**config.mk**
```make
export PLATFORM = sky130hd
export DESIGN_NAME = control_acceso_flat
export DESIGN_NICKNAME = d
export VERILOG_FILES = /design/src/rtl/control_acceso_if.sv /design/src/rtl/control_acceso.sv /design/src/flat_wrapper.sv
export SDC_FILE = /design/constraint.sdc
export NUM_CORES = 1
export LEC_CHECK = 0
export BUFFER_PORTS_ARGS = -buffer_cell sky130_fd_sc_hd__buf_2
export CAP_MARGIN = 25
export CORE_MARGIN = 2
export CORE_UTILIZATION = 48
export CTS_CLUSTER_SIZE = 14
export DETAILED_ROUTE_END_ITERATION = 6
export PLACE_DENSITY_LB_ADDON = 0.3
export SETUP_SLACK_MARGIN = 0.05
export SYNTH_ARGS = -nofsm -noshare
export SYNTH_HDL_FRONTEND = slang
export SYNTH_SLANG_ARGS = --single-unit
```
**constraint.sdc**
```tcl
create_clock -name clk -period 1.7 [get_ports clk]
set_input_delay 0 -clock clk [delete_from_list [all_inputs] [get_ports clk]]
set_output_delay 0 -clock clk [all_outputs]
set_load 0.01 [all_outputs]
```
**src/rtl/control_acceso_if.sv**
```systemverilog
// Gate-side bundle for control_acceso: requests, lane sensor and counter feedback in,
// barrier/counter pulses and status out.
interface control_acceso_if #(
  parameter int unsigned CW = 3
) ();
  logic          req_in;
  logic          req_out;
  logic          paso;
  logic [CW-1:0] count;
  logic          x;
  logic          y;
  logic          barrera;
  logic          dir;
  logic          busy;
  logic          lleno;
  logic          expira;

  modport master (
    output req_in, req_out, paso, count,
    input  x, y, barrera, dir, busy, lleno, expira
  );

  modport slave (
    input  req_in, req_out, paso, count,
    output x, y, barrera, dir, busy, lleno, expira
  );
endinterface

```
**src/rtl/control_acceso.sv**
```systemverilog
// Single-lane bidirectional gate controller: arbitrates entry/exit requests, opens the
// shared barrier and issues one x (entry) or y (exit) pulse per completed passage.
module control_acceso #(
  parameter int unsigned CW       = 3,
  parameter int unsigned CAPACITY = 7,
  parameter int unsigned T_OPEN   = 50,
  parameter int unsigned TW       = 6
) (
  input  logic            clk,
  input  logic            reset,
  control_acceso_if.slave bus
);

  localparam logic [TW-1:0] TIMER_LAST = TW'(T_OPEN - 1);

  typedef enum logic [1:0] {
    IDLE,
    ESPERA_LLEGADA,
    ESPERA_SALIDA,
    PULSO
  } state_t;

  state_t        state, state_n;
  logic [TW-1:0] timer, timer_n;
  logic          last_dir, last_dir_n;
  logic          dir_q, dir_n;
  logic          barrera_q, barrera_n;
  logic          x_q, x_n;
  logic          y_q, y_n;
  logic          expira_q, expira_n;

  logic          lleno_c;
  logic          ent_ok;
  logic          sal_ok;
  logic          gnt_dir;

  // Request qualification: no entry when full, no exit when empty
  assign lleno_c = (bus.count == CW'(CAPACITY));
  assign ent_ok  = bus.req_in & ~lleno_c;
  assign sal_ok  = bus.req_out & (bus.count != '0);
  // Single requester wins outright; on a tie the direction not served last goes
  assign gnt_dir = (ent_ok & sal_ok) ? ~last_dir : sal_ok;

  always_ff @(posedge clk or negedge reset) begin
    if (!reset) begin
      state     <= IDLE;
      timer     <= '0;
      last_dir  <= 1'b0;
      dir_q     <= 1'b0;
      barrera_q <= 1'b0;
      x_q       <= 1'b0;
      y_q       <= 1'b0;
      expira_q  <= 1'b0;
    end else begin
      state     <= state_n;
      timer     <= timer_n;
      last_dir  <= last_dir_n;
      dir_q     <= dir_n;
      barrera_q <= barrera_n;
      x_q       <= x_n;
      y_q       <= y_n;
      expira_q  <= expira_n;
    end
  end

  always_comb begin
    state_n    = state;
    timer_n    = timer;
    last_dir_n = last_dir;
    dir_n      = dir_q;
    barrera_n  = barrera_q;
    x_n        = 1'b0;
    y_n        = 1'b0;
    expira_n   = 1'b0;

    unique case (state)
      IDLE: begin
        // A car still in the lane blocks any new grant
        if (!bus.paso && (ent_ok || sal_ok)) begin
          state_n   = ESPERA_LLEGADA;
          dir_n     = gnt_dir;
          barrera_n = 1'b1;
          timer_n   = '0;
        end
      end
      ESPERA_LLEGADA: begin
        if (bus.paso) begin
          state_n = ESPERA_SALIDA;
        end else if (timer == TIMER_LAST) begin
          state_n   = IDLE;
          barrera_n = 1'b0;
          expira_n  = 1'b1;
        end else begin
          timer_n = timer + TW'(1);
        end
      end
      ESPERA_SALIDA: begin
        if (!bus.paso) begin
          state_n   = PULSO;
          barrera_n = 1'b0;
          x_n       = ~dir_q;
          y_n       = dir_q;
        end
      end
      PULSO: begin
        state_n    = IDLE;
        last_dir_n = dir_q;
      end
      default: state_n = IDLE;
    endcase
  end

  assign bus.x       = x_q;
  assign bus.y       = y_q;
  assign bus.barrera = barrera_q;
  assign bus.dir     = dir_q;
  assign bus.expira  = expira_q;
  assign bus.busy    = (state != IDLE);
  assign bus.lleno   = lleno_c;

endmodule

```
**src/flat_wrapper.sv**
```systemverilog
// flat-port wrapper written by rule: the top's interface ports become plain ports
module control_acceso_flat 
#(
  parameter int unsigned CW       = 3,
  parameter int unsigned CAPACITY = 7,
  parameter int unsigned T_OPEN   = 50,
  parameter int unsigned TW       = 6
)
  (clk, reset, bus_req_in, bus_req_out, bus_paso, bus_count, bus_x, bus_y, bus_barrera, bus_dir, bus_busy, bus_lleno, bus_expira);
  control_acceso_if #(.CW(CW)) bus_i ();
  input  logic clk;
  input  logic reset;
  input wire logic [$bits(bus_i.req_in)-1:0] bus_req_in;
  input wire logic [$bits(bus_i.req_out)-1:0] bus_req_out;
  input wire logic [$bits(bus_i.paso)-1:0] bus_paso;
  input wire logic [$bits(bus_i.count)-1:0] bus_count;
  output wire logic [$bits(bus_i.x)-1:0] bus_x;
  output wire logic [$bits(bus_i.y)-1:0] bus_y;
  output wire logic [$bits(bus_i.barrera)-1:0] bus_barrera;
  output wire logic [$bits(bus_i.dir)-1:0] bus_dir;
  output wire logic [$bits(bus_i.busy)-1:0] bus_busy;
  output wire logic [$bits(bus_i.lleno)-1:0] bus_lleno;
  output wire logic [$bits(bus_i.expira)-1:0] bus_expira;
  assign bus_i.req_in = bus_req_in;
  assign bus_i.req_out = bus_req_out;
  assign bus_i.paso = bus_paso;
  assign bus_i.count = bus_count;
  assign bus_x = bus_i.x;
  assign bus_y = bus_i.y;
  assign bus_barrera = bus_i.barrera;
  assign bus_dir = bus_i.dir;
  assign bus_busy = bus_i.busy;
  assign bus_lleno = bus_i.lleno;
  assign bus_expira = bus_i.expira;
  control_acceso #(.CW(CW), .CAPACITY(CAPACITY), .T_OPEN(T_OPEN), .TW(TW)) u_core (.clk(clk), .reset(reset), .bus(bus_i));
endmodule
```
Word level (Yosys, flattened, before mapping)
Cells that the tools add are included.
{ "word_totals": {"regBits": 14, "in_bits": 8, "out_inout_bits": 7, "elab_cells": 60} }
{ "classes": {"addsub": 1, "eq_ne": 11, "n_mux": 22, "bitwise_logic": 6, "reduce_logical": 12} }
{ "ops": {"columns": ["cell", "n"], "rows": [
  ["two-way mux 6 bit", 3],
  ["two-way mux 1 bit", 12],
  ["one-hot mux 6 bit (2 select lines)", 1],
  ["two-way mux 2 bit", 4],
  ["one-hot mux 2 bit (4 select lines)", 1],
  ["adder 6 x 1 -> 6 bit, second input constant", 1],
  ["equality test 6 bit, second input constant", 1],
  ["inequality test 2 bit, second input constant", 3],
  ["nonzero test 3 bit", 2],
  ["AND reduction 5 bit", 1],
  ["equality test 2 bit, second input constant", 2],
  ["inequality test 2 x 1 -> 1 bit, second input constant", 2],
  ["AND reduction 4 bit", 1],
  ["nonzero test 2 bit", 2],
  ["bitwise AND 1 bit", 3],
  ["equality test 3 bit, second input constant", 1],
  ["inequality test 3 x 2 -> 1 bit, second input constant", 1],
  ["NOT 1 bit", 3],
  ["one-hot mux 1 bit (3 select lines)", 1],
  ["AND reduction 3 bit", 1],
  ["equality test 2 x 1 -> 1 bit, second input constant", 1],
  ["zero test 2 bit", 1],
  ["AND reduction 2 bit", 1],
  ["logical AND 1 bit", 1],
  ["other kinds (2)", 2]
]} }

Depth between registers and ports, before layout
{ "depth": {"depth_word": 7, "depth_mapped": 7, "mapped_depth_nobuf": 6} }

Worst setup path after synthesis
No wires, ideal clock.
{ "synth_timing": {"path_type": "register to register", "startpoint": "reg with a tool-made name", "endpoint": "reg u_core.timer[5]", "setup_time_ps": 126, "arrival_ps": 1679, "t_required_ps": 1574, "setup_slack_ps": -104, "stages_incl_launch_ff": 8, "path_buffers": 1, "period_less_slack_ps": 1804, "path_cell_list": "dfrtp_1 inv_1 ha_1 clkbuf_1 or2_2 o211ai_1 or2_1 a221o_1"} }
{ "synth_lines": {"columns": ["element", "line", "source"], "rows": [
  ["end signal: assignment", "control_acceso.sv:56", "timer <= timer_n;"],
  ["end: declaration", "control_acceso.sv:24", "logic [TW-1:0] timer, timer_n;"]
]} }

Worst setup path in the final report
{ "layout_timing": {"startpoint": "reg u_core.state[0]", "endpoint": "reg u_core.timer[5]"} }
{ "layout_via": {"elab_chain_cells": 3, "elab_cells_between_ends": 8, "cone_classes": "eq/ne (4); mux (1); reduce/logical (3)"} }
{ "layout_rtl": {"columns": ["element", "line", "source"], "rows": [
  ["start: declaration", "control_acceso.sv:23", "state_t state, state_n;"],
  ["start signal: assignment", "control_acceso.sv:55", "state <= state_n;"],
  ["equality test 2 x 1 -> 1 bit / zero test 2 bit (equally long branches)", "control_acceso.sv:76", "unique case (state)"],
  ["inequality test 2 bit (no line), or another cell as far along", null, null],
  ["AND reduction 4 bit (no line)", null, null]
]} }
Several ways; a longest one is shown, not always the timed one.
A chain may end at the register's enable or synchronous reset.

==> results by group <==
Placement
  • Placed instance count: 130
  • Routability cong.: slightly below 0.9
  • Buffers on Ports: 14
  • Dpl hpwl: ~1.3 mm
  • Placed Area: 1007 um2

Routing
  • Detailed Route WL: 1.828 mm
  • Routed Antenna Nets: 0
  • Vias: 739
  • Detailed-route wire length per cell: 13.25 um
  • DRT Pass-1 Iters: 4
  • Detailed Route Iter0 Violations: 15
  • Vias per cell: 5.355
  • DRC: 0

Global route
  • Initial antenna violation count: 0
  • Largest net degree at the start of global routing: 15
  • Vias in the first global route: approximately 660
  • All-Layer GR Usage: about 19%
  • Gr ovfl total: 0
  • First-pass GRT wire length: 2.808 mm

Synthesis
  • Mapped Nets: 100
  • Post-synth EDFFs: 0
  • Synthesis-stage register bit count: 14
  • Top FF cell, synth: dfrtp_1
  • Post-synth cell types: 36
  • Ys Warns: 0
  • Async set-or-reset flop fraction in the synthesized netlist: 100.0%
  • Synthesized area: around 860 um2
  • Post-Syn Instances: 86
  • Mean post-synth cell area: 9.951 um2
  • Seq/Total Area, Yosys: 40.94%

Timing
  • Max Fclk: about 620 MHz
  • Slew HR: 57.92%
  • Crit share post-route: 94.88%
  • Tightest Pin Transition: approximately 0.63 ns
  • Setup TNS: 0 ns
  • Final setup vio count: 0
  • Fin crit period: around 1.6 ns
  • Slew Limit Fails: 0
  • Unrepaired setup endpoints after global routing: true
  • Final hold vios: 0
  • Layout Skew: 0.003592 ns

Clocking
  • Clock Path Buffers: 2
  • Clock insertion delay at the later pin of the skew report: 0.28 ns
  • CTS Buf Count: 3
  • H-tree depth: 1
  • CTS tree: yes
  • Root Driver: clkbuf_4
  • Clk slew on worst S/H paths: 0.09 ns
  • Clk sinks: 14

Critical path
  • Crit path from: u_core.state[0]
  • Crit Path Category: reg -> reg
  • WP data arrival: 1.78 ns
  • Worst setup SP type: flip-flop
  • Endpoint type of the worst setup path: flip-flop
  • Critical R2R Launch: u_core.state[0]
  • Worst path required time: 1.87 ns
  • Critical path fanouts, max: 3

Layout
  • ANT cells: 0
  • Filler cells: 137
  • Design area: 1110 um2
  • Area grow syn2layout: 29.68%
  • Layout cells sized above 1: 37.17%
  • Nets: around 130
  • Fin cells: 138

Hold path
  • Hold crit path type: in -> reg
  • Hold Startpoint: bus_paso

Die
  • Starting Density: 50.11%
  • Core Rows: 15
  • Die Y: about 46 um
  • Die ar.: 2137 um2
  • I/O pin count: 15
  • Chip Width: 46.23 um
  • Core Box Area: around 1700 um2

Power and ir drop
  • Peak supply drop: about 0.75 mV
  • Pwr dens: 1476 nW/um2
  • Lkg Pwr: slightly above 0.5 nW

Flow run
  • # Max-Cap Violations: 0

Status
  • Outcome: finished, final reports clean
[layout make-up]
type,count,area (um2),share of cell area (%)
sequential,14,350.3,31.57
multi-input combinational,65,520.5,46.90
inverter,5,18.77,1.691
timing repair buffer,25,152.6,13.75
clock buffer,4,36.28,3.269
tap,25,31.28,2.819
[metal layers]
layer | wire (um) | GRT usage [%] | share of wire (%)
met1 | 865 | 23.91 | 47
met2 | 886 | 30.00 | 48
met3 | 46 | 3.529 | 2.5
met4 | 29 | 8.000 | 1.6
met5 | 0 | 0 | 0
[synth_stat cells, types with 2 or more instances]
| cell | n | area (um2) |
|---|---|---|
| dfrtp_1 | 14 | 350.3 |
| ha_1 | 6 | 75.07 |
| nand2_1 | 6 | 22.52 |
| o21ai_0 | 6 | 30.03 |
| inv_1 | 5 | 18.77 |
| nand2b_1 | 4 | 25.02 |
| nand3_1 | 4 | 20.02 |
| o31ai_1 | 4 | 30.03 |
| and2_1 | 2 | 12.51 |
| and3_1 | 2 | 12.51 |
| clkbuf_1 | 2 | 7.510 |
| mux2_2 | 2 | 22.52 |
| nand3b_1 | 2 | 15.01 |
| nor2_1 | 2 | 7.510 |
| nor4_1 | 2 | 12.51 |
| o2bb2ai_1 | 2 | 17.52 |
| or2_2 | 2 | 12.51 |
[state kept, by name, summed over array words and instances, names as in the netlist, named ones only]
register            cells
u_core.state            1
u_core.bus.dir          1
u_core.bus.y            1
u_core.last_dir         1
u_core.timer            6
u_core.bus.expira       1
u_core.bus.barrera      1
u_core.bus.x            1
[final timing paths]
check,depth (start not counted),slack (ns),end
max,6,0.09,u_core.timer[5]
min,2,0.02,u_core.bus.x
max reg2reg,6,0.09,u_core.timer[5]
min reg2reg,1,0.49,u_core.bus.x
min in group asynchronous,2,0.13,async pin
max in group asynchronous,2,1.32,u_core.timer[1]
[critical path: stages (launching register included)]
cell	delay, ns
dfrtp_1	0.45
inv_2	0.08
ha_4	0.17
or2_2	0.29
o211ai_1	0.13
nor4b_1	0.08
a221o_1	0.29
[power by group]
part | switching (W) | total (W) | internal, W | leakage (nW)
combinational | 0.000445 | 0.000905 | 0.000461 | 0.307
clock | 0.000112 | 0.000243 | 0.000130 | 0.0210
sequential | 0.0000691 | 0.000491 | 0.000421 | 0.185
total | 0.000626 | 0.00164 | 0.00101 | 0.513
[per-stage QoR]
stage | hold WS, ns | power [W] | utilization (%) | worst slack [ns]
2_1_floorplan | -0.2956 | 0.0009923 | - | 0.001508
3_3_place_gp | -0.08850 | 0.001257 | 58.97 | 0.09266
6_report | 0.01537 | 0.001639 | 64.98 | 0.08706
5_1_grt | 0.02613 | 0.001774 | 64.98 | 0.02823
3_5_place_dp | -0.08560 | 0.001265 | 58.97 | 0.02830
4_1_cts | 0.004696 | 0.001552 | 62.71 | 0.05493
[cells in the final DEF, fill, tap and decap left out, drive strengths merged, types with 2 or more instances in the layout]
master   instances
and3             2
nand3            4
o2bb2ai          2
and2             2
nand2            6
dfrtp           14
or2              3
nor2             2
mux2             2
o31ai            4
nand3b           2
o21ai            6
nand2b           4
ha               6
clkbuf           5
buf             23
nor4             2
inv              5
[timing repair]
item | in CTS | in global routing
buffers inserted | 1 | 2
hold buffers | 1 | 0
setup endpoints to repair | 1 | 6
resized for setup | 1 | 7
hold endpoints to repair | 14 | 0
pin swaps | 0 | 3
[logic make-up after synthesis]
family          after synthesis  synth area share, %
flops                        14                40.94
simple gates                 34                23.98
buf+inv                       7                3.071
xor+xnor                      1                1.024
fa+ha+maj                     6                8.772
compound gates               21                18.42
mux                           3                3.801
No activity file was read; power rests on OpenSTA's default activity.
